### src/rtl/matmul_pkg.sv
// Shared defaults, FSM state type and address arithmetic helper for the C-side address generator.
package matmul_pkg;

  localparam int unsigned ADDR_W_DEF  = 6;
  localparam int unsigned STRIDE_DEF  = 8;
  localparam int unsigned MAX_DIM_DEF = 8;

  typedef enum logic [1:0] {
    IDLE = 2'd0,
    RUN  = 2'd1,
    DONE = 2'd2
  } addr_gen_state_t;

  // Modulo-2**width add; callers truncate the result to their own address width.
  function automatic logic [31:0] next_addr(input logic [31:0] addr,
                                            input logic [31:0] inc,
                                            input int unsigned width);
    logic [31:0] mask;
    mask = (width >= 32) ? '1 : ((32'd1 << width) - 32'd1);
    return (addr + inc) & mask;
  endfunction

endpackage

### src/rtl/matmul_idx_counter.sv
// Nested row/col index counter: captures tile limits, advances col first, then row,
// and keeps a registered flag marking the final position of the tile.
module matmul_idx_counter
  import matmul_pkg::*;
#(
  parameter int unsigned CNT_W = 4
) (
  input  logic             clk,
  input  logic             rst_n,
  input  logic             i_load,
  input  logic [CNT_W-1:0] i_rows,
  input  logic [CNT_W-1:0] i_cols,
  input  logic             i_adv,
  output logic [CNT_W-1:0] o_row,
  output logic [CNT_W-1:0] o_col,
  output logic             o_col_wrap,
  output logic             o_last
);

  logic [CNT_W-1:0] r_rows_m1;
  logic [CNT_W-1:0] r_cols_m1;
  logic [CNT_W-1:0] r_row;
  logic [CNT_W-1:0] r_col;
  logic             r_last;

  logic             w_col_wrap;
  logic [CNT_W-1:0] w_nrow;
  logic [CNT_W-1:0] w_ncol;

  // Next index position: wrap col to 0 and bump row at the end of each row.
  always_comb begin
    w_col_wrap = (r_col == r_cols_m1);
    w_nrow     = r_row;
    w_ncol     = r_col + CNT_W'(1);
    if (w_col_wrap) begin
      w_nrow = r_row + CNT_W'(1);
      w_ncol = '0;
    end
  end

  // Limit capture, index advance and last-position flag, all registered together.
  always_ff @(posedge clk) begin
    if (!rst_n) begin
      r_rows_m1 <= '0;
      r_cols_m1 <= '0;
      r_row     <= '0;
      r_col     <= '0;
      r_last    <= 1'b0;
    end else if (i_load) begin
      r_rows_m1 <= i_rows - CNT_W'(1);
      r_cols_m1 <= i_cols - CNT_W'(1);
      r_row     <= '0;
      r_col     <= '0;
      r_last    <= (i_rows == CNT_W'(1)) && (i_cols == CNT_W'(1));
    end else if (i_adv) begin
      r_row     <= w_nrow;
      r_col     <= w_ncol;
      r_last    <= (w_nrow == r_rows_m1) && (w_ncol == r_cols_m1);
    end
  end

  assign o_row      = r_row;
  assign o_col      = r_col;
  assign o_col_wrap = w_col_wrap;
  assign o_last     = r_last;

endmodule

### src/rtl/matmul_addr_gen.sv
// Row-major tile walker for the C memory: emits base + row*STRIDE + col one beat per
// handshake, built incrementally from a row-base accumulator instead of a multiplier.
module matmul_addr_gen
  import matmul_pkg::*;
#(
  parameter  int unsigned ADDR_W  = ADDR_W_DEF,
  parameter  int unsigned STRIDE  = STRIDE_DEF,
  parameter  int unsigned MAX_DIM = MAX_DIM_DEF,
  localparam int unsigned CNT_W   = $clog2(MAX_DIM + 1)
) (
  input  logic              clk,
  input  logic              rst_n,
  input  logic              start_i,
  input  logic [ADDR_W-1:0] base_i,
  input  logic [CNT_W-1:0]  rows_i,
  input  logic [CNT_W-1:0]  cols_i,
  output logic [ADDR_W-1:0] addr_o,
  output logic [CNT_W-1:0]  row_o,
  output logic [CNT_W-1:0]  col_o,
  output logic              valid_o,
  input  logic              ready_i,
  output logic              last_o,
  output logic              busy_o,
  output logic              done_o
);

  addr_gen_state_t r_state;
  addr_gen_state_t w_state_nxt;

  logic [ADDR_W-1:0] r_addr;
  logic [ADDR_W-1:0] r_row_base;
  logic              r_valid;

  logic [CNT_W-1:0]  w_rows_c;
  logic [CNT_W-1:0]  w_cols_c;
  logic              w_nonzero;
  logic              w_launch;
  logic              w_fire;
  logic              w_last;
  logic              w_col_wrap;
  logic              w_adv;
  logic [ADDR_W-1:0] w_addr_inc;
  logic [ADDR_W-1:0] w_row_next;
  logic              w_busy;
  logic              w_done;

  // Input clamping, handshake decode and incremental address candidates.
  always_comb begin
    w_rows_c   = (rows_i > CNT_W'(MAX_DIM)) ? CNT_W'(MAX_DIM) : rows_i;
    w_cols_c   = (cols_i > CNT_W'(MAX_DIM)) ? CNT_W'(MAX_DIM) : cols_i;
    w_nonzero  = (w_rows_c != '0) && (w_cols_c != '0);
    w_launch   = (r_state == IDLE) && start_i && w_nonzero;
    w_fire     = r_valid && ready_i;
    w_adv      = w_fire && !w_last;
    w_addr_inc = ADDR_W'(next_addr(32'(r_addr), 32'd1, ADDR_W));
    w_row_next = ADDR_W'(next_addr(32'(r_row_base), 32'(STRIDE), ADDR_W));
  end

  matmul_idx_counter #(
    .CNT_W (CNT_W)
  ) u_idx (
    .clk        (clk),
    .rst_n      (rst_n),
    .i_load     (w_launch),
    .i_rows     (w_rows_c),
    .i_cols     (w_cols_c),
    .i_adv      (w_adv),
    .o_row      (row_o),
    .o_col      (col_o),
    .o_col_wrap (w_col_wrap),
    .o_last     (w_last)
  );

  // FSM state register.
  always_ff @(posedge clk) begin
    if (!rst_n) r_state <= IDLE;
    else        r_state <= w_state_nxt;
  end

  // FSM next-state logic; zero-sized tiles go straight to DONE without a beat.
  always_comb begin
    w_state_nxt = r_state;
    unique case (r_state)
      IDLE: if (start_i) w_state_nxt = w_nonzero ? RUN : DONE;
      RUN:  if (w_fire && w_last) w_state_nxt = DONE;
      DONE: w_state_nxt = IDLE;
      default: w_state_nxt = IDLE;
    endcase
  end

  // FSM output decode from the registered state.
  always_comb begin
    w_busy = (r_state == RUN) || (r_state == DONE);
    w_done = (r_state == DONE);
  end

  // Beat datapath: load base on launch, step col or jump to the next row base on handshake.
  always_ff @(posedge clk) begin
    if (!rst_n) begin
      r_valid    <= 1'b0;
      r_addr     <= '0;
      r_row_base <= '0;
    end else if (w_launch) begin
      r_valid    <= 1'b1;
      r_addr     <= base_i;
      r_row_base <= base_i;
    end else if (w_fire) begin
      if (w_last) begin
        r_valid    <= 1'b0;
      end else if (w_col_wrap) begin
        r_row_base <= w_row_next;
        r_addr     <= w_row_next;
      end else begin
        r_addr     <= w_addr_inc;
      end
    end
  end

  assign addr_o  = r_addr;
  assign valid_o = r_valid;
  assign last_o  = w_last;
  assign busy_o  = w_busy;
  assign done_o  = w_done;

endmodule

### config.mk
export PLATFORM = sky130hd
export DESIGN_NAME = matmul_addr_gen
export DESIGN_NICKNAME = d
export VERILOG_FILES = /design/src/rtl/matmul_pkg.sv /design/src/rtl/matmul_idx_counter.sv /design/src/rtl/matmul_addr_gen.sv
export SDC_FILE = /design/constraint.sdc
export NUM_CORES = 1
export LEC_CHECK = 0
export ABC_AREA = 0
export CAP_MARGIN = 20
export CORE_ASPECT_RATIO = 1.25
export CORE_MARGIN = 1
export CORE_UTILIZATION = 38
export CTS_CLUSTER_SIZE = 12
export DETAILED_ROUTE_END_ITERATION = 12
export MAX_ROUTING_LAYER = met4
export RECOVER_POWER = 25
export SLEW_MARGIN = 20
export SYNTH_ARGS = -nofsm -noshare
export SYNTH_HDL_FRONTEND = slang
export SYNTH_SLANG_ARGS = --single-unit
### constraint.sdc
create_clock -name clk -period 3.39 [get_ports clk]
set_clock_uncertainty 0.05 [all_clocks]
set_input_delay 0.678 -clock clk [delete_from_list [all_inputs] [get_ports clk]]
set_output_delay 0.678 -clock clk [all_outputs]
set_load 0.02 [all_outputs]
==> flow_metrics.tcl <==
set metrics [dict create \
    rsz0062_at_grt "no" \
    synth.avg_cell_area_sq_um 8.23 \
    overflow 0 \
    synth_xor_area_share_pct 10.3 \
    first_pass_iters 4 \
    r2r_setup_slack_ns 1.43 \
    min_period_ns 2.72 \
    area_growth_pct 26.3 \
    grt_pass1_vias 1574 \
    leakage_nw 0.850 \
    rows 28 \
    muxShareOfSynthArea_pct 1.14 \
    synth-edff-count 0 \
    syn_inst 226 \
    synth_top_family_by_area "simple AND/OR/NAND/NOR gates" \
    status "completed" \
    gp_congestion 0.790 \
    synth_area_sq_um 1860 \
    yosysSeqAreaShare_pct 34.5 \
    start_util_pct 39.3 \
    cts_tree "built" \
    cp_data_required_time_ns 3.54 \
    synth_compound_area_share_pct 18.9 \
    path_cells "clkdlybuf4s50_1, nor2b_1, inv_1, ha_1, nor3b_1, a2111o_1, nor4_1, o21ai_1, o31ai_1" \
    fmax_mhz 368 \
    r2r-end "r_row_base[4]" \
    die_h_um 80.2 \
    p_per_area_nw_per_um2 454 \
    timing.rr.start "u_idx.o_col[0]" \
    clk_pin_slew_ns 0.06 \
    total_power_mw 1.07 \
    tns_ns 0 \
    dp_hpwl_um 3090 \
    arrival_ns 2.87 \
    synthArstFlopShare_pct 0 \
    synthAdderAreaFrac_pct 7.40 \
    synth_simple_gate_area_share_pct 22.8 \
    antenna_found_initial 0 \
    ios 36 \
    crit_end "u_idx.o_last" \
    nNetsFinal 291 \
    yosysMostFrequentCell "dfxtp_1" \
    yosysWarnings 0 \
    start_kind "input pin" \
    fin_crit_sh_pct 80.3 \
    via_count 1657 \
    core_sq_um 4730 \
    route.antenna.remaining_nets 0 \
    clock_latency_ns 0.29 \
    drtIter0Drc 65 \
    grt_max_degree 19 \
    via_per_inst 5.15 \
    cts_inserted_buffers 5 \
    setup_viol 0 \
    tightest_slew_ns 0.495 \
    hold_path_class "register to register" \
    synth_top_area_cell "dfxtp_1" \
    grt_pass1_wl_um 7140 \
    crit_path_max_fanout 12 \
    drv_slew 0 \
    diodes 0 \
    syn-num-nets 255 \
    crit_start "rows_i[3]" \
    die_area_sq_um 5180 \
    grtUsageTotal_pct 18.4 \
    slew_headroom_pct 66.8 \
    hold_viol_final 0 \
    fill_cells 484 \
    cpLargestDelayFamily "simple AND/OR/NAND/NOR gates" \
    root_buffer "clkbuf_8" \
    slowest_delay_ns 0.48 \
    synth_flop_cell "dfxtp_1" \
    slowest_stage "clkdlybuf4s50_1" \
    drt_wl_total_um 4150 \
    die_w_um 64.6 \
    endpoint_kind "register" \
    path_class "input pin to register" \
    path_depth 9 \
    postPlaceCellArea_sq_um 2250 \
    cts.sinks 32 \
    yosysTopAreaCellShare_pct 34.5 \
    max_cap_viol_count 0 \
    synthTopCellsByCount "dfxtp_1 (32), nand2_1 (29), a21oi_1 (23)" \
    ys_ff_latch 32 \
    post-cts-setup-buffers 0 \
    port_buffers 35 \
    drc 0 \
    cts_resized 0 \
    drive_above_1_share_pct 6.87 \
    critPathBufInv 2 \
    cts_hold_buffers 0 \
    peakVddDrop_mv 0.190 \
    clk_path_buf_depth 2 \
    whs_ns 0.404 \
    reg2reg_depth 5 \
    wl_per_cell_um 12.9 \
    ys_types 49 \
    synth.area.top_cells "dfxtp_1 (34%), ha_1 (7.4%), xnor2_1 (7.1%)" \
    stdcell_area_sq_um 2350 \
    cts_htree_levels 2 \
]
-- routing by layer --
layer / up-vias / GRT usage (%) / share of wire [%]
met5: - / - / 0
met4: 0 / 7.33 / 1.8
met3: 5 / 3.27 / 3.6
met2: 35 / 29.8 / 47
met1: 753 / 22.4 / 47
li1: 864 / - / -
-- worst min path at each step --
stage / startpoint / to / slack [ns] / cells after the start
4_1_cts: r_row_base[1] / r_row_base[1] / 0.41 / 2
6_report: r_row_base[1] / r_row_base[1] / 0.40 / 2
3_3_place_gp: r_row_base[1] / r_row_base[1] / 0.39 / 2
3_5_place_dp: r_row_base[1] / r_row_base[1] / 0.40 / 2
5_1_grt: r_row_base[1] / r_row_base[1] / 0.45 / 2
2_1_floorplan: r_row_base[2] / r_row_base[2] / 0.38 / 2
-- sequential cells by signal (all words and copies together) (netlist names) --
| signal | count |
|---|---|
| addr_o | 6 |
| u_idx.r_cols_m1 | 4 |
| r_state | 2 |
| r_row_base | 6 |
| u_idx.o_last | 1 |
| u_idx.o_row | 4 |
| valid_o | 1 |
| u_idx.o_col | 4 |
| u_idx.r_rows_m1 | 4 |
-- report_power, final --
| part | switching [mW] | internal [mW] | total, mW |
|---|---|---|---|
| clock | 0.139 | 0.181 | 0.320 |
| combinational | 0.168 | 0.133 | 0.302 |
| sequential | 0.0331 | 0.410 | 0.444 |
| total | 0.341 | 0.725 | 1.07 |
-- logic make-up (layout without fill, tap and decap cells) --
logic type	count (synthesis)	in the layout
flops	32	32
buf+inv	19	55
xor+xnor	21	21
fa+ha+maj	11	11
compound gates	55	55
mux	2	2
simple gates	86	86
-- area by class of cell --
class,count,area [sq um],share of cell area (%)
Tap cell,60,75.1,3.20
Sequential cell,32,641,27.3
Inverter,10,37.5,1.60
Clock buffer,7,96.3,4.10
Timing Repair Buffer,38,373,15.9
Multi-Input combinational cell,175,1130,47.9
-- placed cells by master, fill, tap and decap left out, types with 2 or more instances in the layout --
cell type,instances
dfxtp_1,32
nand2_1,29
a21oi_1,23
clkdlybuf4s50_1,23
nor2_1,17
xnor2_1,15
nand3_1,13
dlygate4sd3_1,12
ha_1,11
inv_1,9
clkbuf_8,7
o21ai_0,6
nor2b_1,5
a211oi_1,5
xor2_1,5
nand2b_1,4
a31oi_1,3
nor3_1,3
buf_4,3
o221ai_1,2
or3_1,2
o21ai_1,2
o2111ai_1,2
nor4_1,2
a21o_1,2
-- per-stage QoR --
| step | std cells | worst slack (ns) | utilization (%) |
|---|---|---|---|
| floorplan | 226 | 1.20 | - |
| global placement | 315 | 0.277 | 47.6 |
| detailed placement | 315 | 0.311 | 47.6 |
| CTS | 322 | 0.606 | 49.7 |
| global route | 322 | 0.446 | 49.7 |
| finish | 322 | 0.669 | 49.7 |
-- worst min-delay path, delay by kind of cell (launching register included) --
| family | cells | cell delay [ns] |
|---|---|---|
| compound gates | 1 | 0.05 |
| simple gates | 1 | 0.05 |
| flops | 1 | 0.31 |
Note: power is estimated with default switching activity, not from simulation.
